===== src/rtl/cenn_output_collector.sv =====
// cenn_output_collector
//   Consumer end of the CeNN chain. It drops the pipeline-fill samples at the start of a frame.
//   It turns each remaining signed fixed-point sample into an 8-bit pixel, buffers the pixels in
//   a small FIFO and hands them downstream over a valid/ready handshake.
//   Build option CENN_BINARIZE_EN: the linear conversion is replaced by a sign threshold
//   (>=0 -> 255, <0 -> 0). Latency is the same in both builds.
// Ports
//   clk, rst       rising-edge clock, synchronous active-high reset
//   start          pulse that arms a frame; ignored while busy
//   ready_fixed    sample strobe; out_cenn_x is valid in the same cycle
//   out_cenn_x     signed fixed-point sample (width bits, bit_fractional fraction bits)
//   pix_data       pixel at the FIFO head (0 when the FIFO is empty)
//   pix_valid      FIFO not empty
//   pix_ready      downstream accept
//   busy           frame in progress
//   frame_done     one-cycle pulse after the last pixel of a frame is popped
//   overflow       sticky: a pixel was dropped because the FIFO was full
module cenn_output_collector #(
  parameter int width          = 15,
  parameter int bit_fractional = 9,
  parameter int skip_samples   = 2050,
  parameter int frame_pixels   = 1048576,
  parameter int fifo_depth     = 16
) (
  input  logic             clk,
  input  logic             rst,
  input  logic             start,
  input  logic             ready_fixed,
  input  logic [width-1:0] out_cenn_x,
  output logic [7:0]       pix_data,
  output logic             pix_valid,
  input  logic             pix_ready,
  output logic             busy,
  output logic             frame_done,
  output logic             overflow
);
  localparam int MAXC = (skip_samples > frame_pixels) ? skip_samples : frame_pixels;
  localparam int CW   = $clog2(MAXC + 1);
  localparam int AW   = $clog2(fifo_depth);
  localparam logic [CW-1:0] SKIP_LAST = CW'((skip_samples > 0) ? skip_samples - 1 : 0);
  localparam logic [CW-1:0] PIX_LAST  = CW'(frame_pixels - 1);
  localparam logic [AW:0]   FULL_CNT  = (AW+1)'(fifo_depth);

  typedef enum logic [1:0] {IDLE, SKIP, COLLECT, DRAIN} state_t;

  state_t        state;
  logic [CW-1:0] cnt;
  logic [7:0]    mem [fifo_depth];
  logic [AW-1:0] wr_ptr, rd_ptr;
  logic [AW:0]   count;
  logic [7:0]    pix_c;
  logic          push, pop, full, wr_en;

  // The conversion feeds the FIFO write port directly. The FIFO storage is the single
  // register stage, so a pixel is visible one cycle after its strobe.
`ifdef CENN_BINARIZE_EN
  always_comb pix_c = out_cenn_x[width-1] ? 8'd0 : 8'd255;
`else
  logic [width:0] v, p;
  always_comb begin
    // Shift by +1.0 so that -1.0 maps to 0. The width+1 bits cannot overflow here.
    v = {out_cenn_x[width-1], out_cenn_x} + ((width+1)'(1) << bit_fractional);
    p = v >> (bit_fractional - 7);
    if (v[width])                  pix_c = 8'd0;
    else if (p > (width+1)'(255))  pix_c = 8'd255;
    else                           pix_c = p[7:0];
  end
`endif

  assign push      = (state == COLLECT) && ready_fixed;
  assign full      = (count == FULL_CNT);
  assign pix_valid = (count != '0);
  assign pop       = pix_valid && pix_ready;
  // When the FIFO is full, a write is still allowed in a cycle that also pops.
  assign wr_en     = push && (!full || pop);
  assign busy      = (state != IDLE);
  assign pix_data  = pix_valid ? mem[rd_ptr] : 8'd0;

  always_ff @(posedge clk)
    if (wr_en) mem[wr_ptr] <= pix_c;

  always_ff @(posedge clk) begin
    if (rst) begin
      state      <= IDLE;
      cnt        <= '0;
      wr_ptr     <= '0;
      rd_ptr     <= '0;
      count      <= '0;
      frame_done <= 1'b0;
      overflow   <= 1'b0;
    end else begin
      frame_done <= 1'b0;
      if (wr_en) wr_ptr <= wr_ptr + 1'b1;
      if (pop)   rd_ptr <= rd_ptr + 1'b1;
      count <= count + (AW+1)'(wr_en) - (AW+1)'(pop);
      if (push && full && !pop) overflow <= 1'b1;
      case (state)
        IDLE:
          if (start) begin
            overflow <= 1'b0;
            cnt      <= '0;
            state    <= (skip_samples > 0) ? SKIP : COLLECT;
          end
        SKIP:
          if (ready_fixed) begin
            if (cnt == SKIP_LAST) begin
              cnt   <= '0;
              state <= COLLECT;
            end else cnt <= cnt + 1'b1;
          end
        // A dropped pixel still counts, so the frame length stays fixed.
        COLLECT:
          if (ready_fixed) begin
            if (cnt == PIX_LAST) begin
              cnt   <= '0;
              state <= DRAIN;
            end else cnt <= cnt + 1'b1;
          end
        DRAIN:
          if (count == '0 || (count == (AW+1)'(1) && pop)) begin
            state      <= IDLE;
            frame_done <= 1'b1;
          end
        default: state <= IDLE;
      endcase
    end
  end
endmodule


===== config.mk =====
export PLATFORM = sky130hd
export DESIGN_NAME = cenn_output_collector
export DESIGN_NICKNAME = d
export VERILOG_FILES = /design/src/rtl/cenn_output_collector.sv
export SDC_FILE = /design/constraint.sdc
export NUM_CORES = 1
export LEC_CHECK = 0
export ABC_CLOCK_PERIOD_IN_PS = 2450
export CORE_ASPECT_RATIO = 0.9
export CORE_MARGIN = 5
export CORE_UTILIZATION = 50
export CTS_CLUSTER_DIAMETER = 40
export DETAILED_ROUTE_END_ITERATION = 8
export GPL_ROUTABILITY_DRIVEN = 0
export HOLD_SLACK_MARGIN = 0.1
export PLACE_DENSITY = 0.79
export SYNTH_ARGS = -nofsm -noshare
export SYNTH_HDL_FRONTEND = slang
export SYNTH_SLANG_ARGS = --single-unit

===== constraint.sdc =====
create_clock -name clk -period 2.45 [get_ports clk]
set_clock_uncertainty 0.1 [all_clocks]
set_input_delay 0.245 -clock clk [delete_from_list [all_inputs] [get_ports clk]]
set_output_delay 0.245 -clock clk [all_outputs]
set_load 0.01 [all_outputs]

== After elaboration in Yosys (flattened, before gate mapping) ==
Memory sizes are Yosys's and may differ from the RTL's. A register that Yosys moved wholly into a read port is not among the register bits.
Index checks and enable logic that the tools add are counted.

* Register bits after elaboration: 38
* RAM bits: 128
* Input bits: 20
* Output and inout port bits: 12
* Word-level logic and storage cells: 71
* Memories: 1

* Add/subtract/negate cells: 6
* Order comparisons: 1
* Equal/unequal tests: 13
* Multiplexer cells: 24
* Bitwise gates (word level): 1
* Reduce and logical (&&, ||, !) cells: 18

{| class="wikitable"
|+ Memory list
! memory !! depth !! width !! read ports !! clocked after memory_dff !! write ports !! RTL line !! RTL
|-
| mem || 16 || 8 || 1 || 1 || 1 || 48 || <nowiki>logic [7:0] mem [fifo_depth];</nowiki>
|}

{| class="wikitable"
|+ Operators by type and width
! kind !! count
|-
| two-way mux 21 bit || 5
|-
| one-hot mux 21 bit (3 select lines) || 1
|-
| two-way mux 8 bit || 3
|-
| adder 21 x 1 -> 21 bit (second input constant) || 1
|-
| equality test 21 x 12 -> 1 bit (second input constant) || 1
|-
| equality test 21 x 20 -> 1 bit (second input constant) || 1
|-
| adder 15 x 11 -> 16 bit (second input constant) || 1
|-
| greater-than comparator 14 x 8 -> 1 bit (second input constant) || 1
|-
| two-way mux 2 bit || 6
|-
| != test 2 bit (second input constant) || 5
|-
| adder 4 x 1 -> 4 bit (second input constant) || 2
|-
| two-way mux 4 bit || 2
|-
| one-hot mux 2 bit (4 select lines) || 1
|-
| logical AND 1 bit || 6
|-
| two-way mux 1 bit || 6
|-
| AND reduction 6 bit || 1
|-
| adder 5 x 1 -> 5 bit || 1
|-
| equality test 5 x 1 -> 1 bit (second input constant) || 1
|-
| equality test 5 bit (second input constant) || 1
|-
| logical NOT 5 bit || 1
|-
| nonzero test 5 bit || 1
|-
| subtractor 5 x 1 -> 5 bit || 1
|-
| equality test 2 bit (second input constant) || 2
|-
| AND reduction 4 bit || 1
|-
| 9 further kinds || 11
|}

== Depth between registers and ports, before layout ==
* Depth in word-level cells: 7
* Mapped depth: 15
* Depth with buffers taken out: 14

== Least setup slack after synthesis ==
OpenSTA, ideal clock, no wires.

* Path kind: register to register
* From: register state[0]
* To: register count[4]
* Setup time: 0.128 ns
* Arrival time: 2.483 ns
* Required time: 2.222 ns
* Slack: -0.260 ns
* Cell stages (with the launch flop): 15
* Buffers on the path: 1
* Clock period less this slack: 2.710 ns
* Cells stage by stage: dfxtp_1 inv_1 ha_1 o311a_1 clkbuf_1 inv_1 ha_1 inv_1 ha_1 fa_1 a21oi_1 nor2_1 nor2_1 xnor2_1 nor2_1

* Cells in the longest elaborated chain, start to end: 5

{| class="wikitable"
|+ RTL lines
! element !! RTL line !! RTL
|-
| start, declared || 46 || <nowiki>state_t state;</nowiki>
|-
| start signal, assigned || 102 || <nowiki>state <= (skip_samples > 0) ? SKIP : COLLECT;</nowiki>
|-
| equality test 2 bit || 70 || <nowiki>assign push = (state == COLLECT) && ready_fixed;</nowiki>
|-
| logical AND 1 bit || 70 ||
|-
| logical AND 1 bit || 75 || <nowiki>assign wr_en = push && (!full || pop);</nowiki>
|-
| adder 5 x 1 -> 5 bit || 95 || <nowiki>count <= count + (AW+1)'(wr_en) - (AW+1)'(pop);</nowiki>
|-
| subtractor 5 x 1 -> 5 bit || 95 ||
|-
| end signal, assigned || 95 ||
|-
| end, declared || 50 || <nowiki>logic [AW:0] count;</nowiki>
|}

No other way between the ends.
A chain may end at the register's enable or synchronous reset.

==> flow_summary.yaml <==
status:
  status: "finished with violations"
  violations: "negative setup slack"
detailed_routing:
  drt-initial-drc-count: 346
  routed_wl_um: 14900
  viasPerCell: 5.63
  drtAntennaViolNets: 0
  wl_per_cell_um: 19.6
  dr_wl_met3_um: 815
  vias: 4253
  dr.pass1.iters: 4
  drt-met1-wl_um: 6290
  routed-wl-met2_um: 7510
  route.top_layer_used: "met4"
  drc: 0
setup_path:
  critPathMaxFanout: 7
  path_common_cell: "mux4_2"
  end_kind: "output pin"
  cp.required_ps: 2110
  cp_cell_sequence: "buf_16 > mux4_2 > mux4_2 > and2_1 > buf_2"
  critPathSlowestCell: "mux4_2"
  critPathArrivalTime_ps: 2360
  crit_path_max_incr_delay_ps: 550
  setup.worst_path.class: "reg -> out"
  cp-start-kind: "flop"
global_routing:
  track_usage_pct: 18.5
  grt_pass1_vias: 4396
  grt_overflow: 0
  grt_max_degree: 33
  grt_pass1_wl_um: 24000
  antenna_found_initial: 0
cts:
  hold_buffers: 0
  clkTransAtPathRegs_ps: 60
  htreeDepth: 4
  insertion_delay_ps: 430
  clk_path_buf_depth: 2
  clock-sinks: 170
  cts_buffers: 17
  cts.root.buffer_cell: "clkbuf_16"
  cts_tree: "done"
power:
  power.leakage_nw: 2.89
  power_density_nw_per_um2: 959
  peakVddDrop_mv: 0.774
  total_power_mw: 8.42
timing:
  final_hold_viol_count: 0
  period_share_pct: 111
  rsz0062_at_grt: "yes"
  timing.final.ws_setup_ps: -259
  max_slew.worst_pin.slew_ps: 879
  max_freq_mhz: 369
  finalMaxSlewViolations: 0
  setup_tns_ps: -1830
  min_period_ps: 2710
  max_slew_margin_pct: 41.2
  setup_viol: 8
logic_synthesis:
  synth-xor-area-share_pct: 3.22
  synth_top_family_by_area: "multiplexers"
  synthCells: 489
  synth_simple_gate_area_share_pct: 10.1
  synth_fa_ha_area_share_pct: 3.68
  synth_mux_area_share_pct: 12.6
  syn_avg_cell_area_sq_um: 15.0
  ys.warnings.count: 0
  async_flop_share_pct: 0
  synth-seq-cells: 170
  synth-edff-count: 128
  synth_area_sq_um: 7340
  synth.distinct_cells: 52
  ys_seq_area_share_pct: 63.8
  synth_top_flop_cell: "edfxtp_1"
  syn-num-nets: 530
  synth-compound-area-share_pct: 4.26
floorplan:
  die_h_um: 125
  start_util_pct: 50.4
  die_w_um: 138
  fp-row-count: 42
  ios: 32
  dieArea_sq_um: 17200
  core_sq_um: 14600
place:
  hpwl_um: 9850
  port-buffer-count: 29
layout:
  final_common_cell: "edfxtp_1"
  nFillCells: 1066
  layout-drive-gt1-share_pct: 25.6
  layout_common_cells: "128 x edfxtp_1, 56 x nor2_1, 40 x mux4_2"
  diodes: 0
  syn_to_final_growth_pct: 19.6
  num-nets-final: 586
hold_path:
  hold_path.class: "in -> reg"
run:
  cap_violations: 0
-- what timing repair did --
item	4_1_cts	5_1_grt
hold endpoints to repair	0	0
gates cloned	1	0
endpoints found under the setup margin	9	19
resized for setup	47	8
pin swaps	10	10
setup buffers	0	3
-- Yosys cell counts (9+ instances only) --
library cell	instances	share of area [%]
ha_1	20	3.4
nor2_1	58	3.0
dfxtp_1	42	11
nor3_1	16	1.1
edfxtp_1	128	52
xnor2_1	21	2.5
inv_1	21	1.1
mux4_2	40	12
o21a_1	9	0.92
clkbuf_1	14	0.72
nand2_1	18	0.92
-- where the power goes --
group,leakage (nW),internal (mW),switching (mW),total [mW]
sequential,1.49,3.21,0.125,3.33
clock,0.277,1.44,1.18,2.62
combinational,1.12,1.32,1.15,2.46
-- final cells by class --
cell class              instances  area, sq um  share of cell area [%]
clock inverters                15          156                    1.78
well taps                     198          248                    2.82
flip-flops and latches        170         4690                    53.5
inverters                      21         81.3                   0.927
repair buffers                 57          573                    6.53
multi-input cells             278         2600                    29.6
clock buffers                  17          425                    4.85
-- kinds of logic (layout without fill, tap and decap cells) --
family | Yosys count | in the layout
buffers and inverters | 41 | 110
AOI/OAI and AO/OA | 41 | 41
and+or+nand+nor | 147 | 147
muxes | 42 | 42
xor gates and xnor gates | 27 | 27
DFF | 170 | 170
adders and majority gates | 21 | 21
-- routing by layer --
layer | up-vias | track usage (%)
li1 | 1974 | -
met1 | 2146 | 24.8
met2 | 113 | 29.7
met3 | 20 | 4.89
met4 | 0 | 5.98
met5 | - | 0
-- critical path, delay by kind of cell, from the launching register on --
family / cells / cell delay, ps
buf+inv: 2 / 290
mux: 2 / 1050
flops: 1 / 440
simple gates: 1 / 150
-- sequential cells by signal, summed over array words and instances, names as in the netlist, named ones only --
| signal | count |
|---|---|
| cnt | 21 |
| count | 5 |
| mem | 128 |
| rd_ptr | 4 |
| frame_done | 1 |
| wr_ptr | 4 |
| overflow | 1 |
| state | 2 |
-- final timing paths --
check | startpoint | end | slack [ps] | depth (start not counted)
setup / recovery | flop | pix_data[5] | -260 | 5
hold reg to reg | cnt[1]$_SDFFE_PP0P_ | cnt[1]$_SDFFE_PP0P_ | 410 | 2
hold / removal | start | overflow$_SDFF_PP0_ | 310 | 2
setup reg to reg | count[2]$_SDFF_PP0_ | count[4]$_SDFF_PP0_ | 30 | 13
-- through the flow --
step	util [%]	instance area [sq um]	setup WS [ps]	instances	hold WS [ps]
6_report	60.3	8770	-259	756	313
5_1_grt	60.3	8770	-310	756	317
4_1_cts	59.9	8710	-277	753	312
3_5_place_dp	55.4	8070	-282	720	403
3_3_place_gp	55.4	8070	-208	720	392
2_1_floorplan	-	7400	1.76	489	245
No activity file was read; power rests on OpenSTA's default activity.
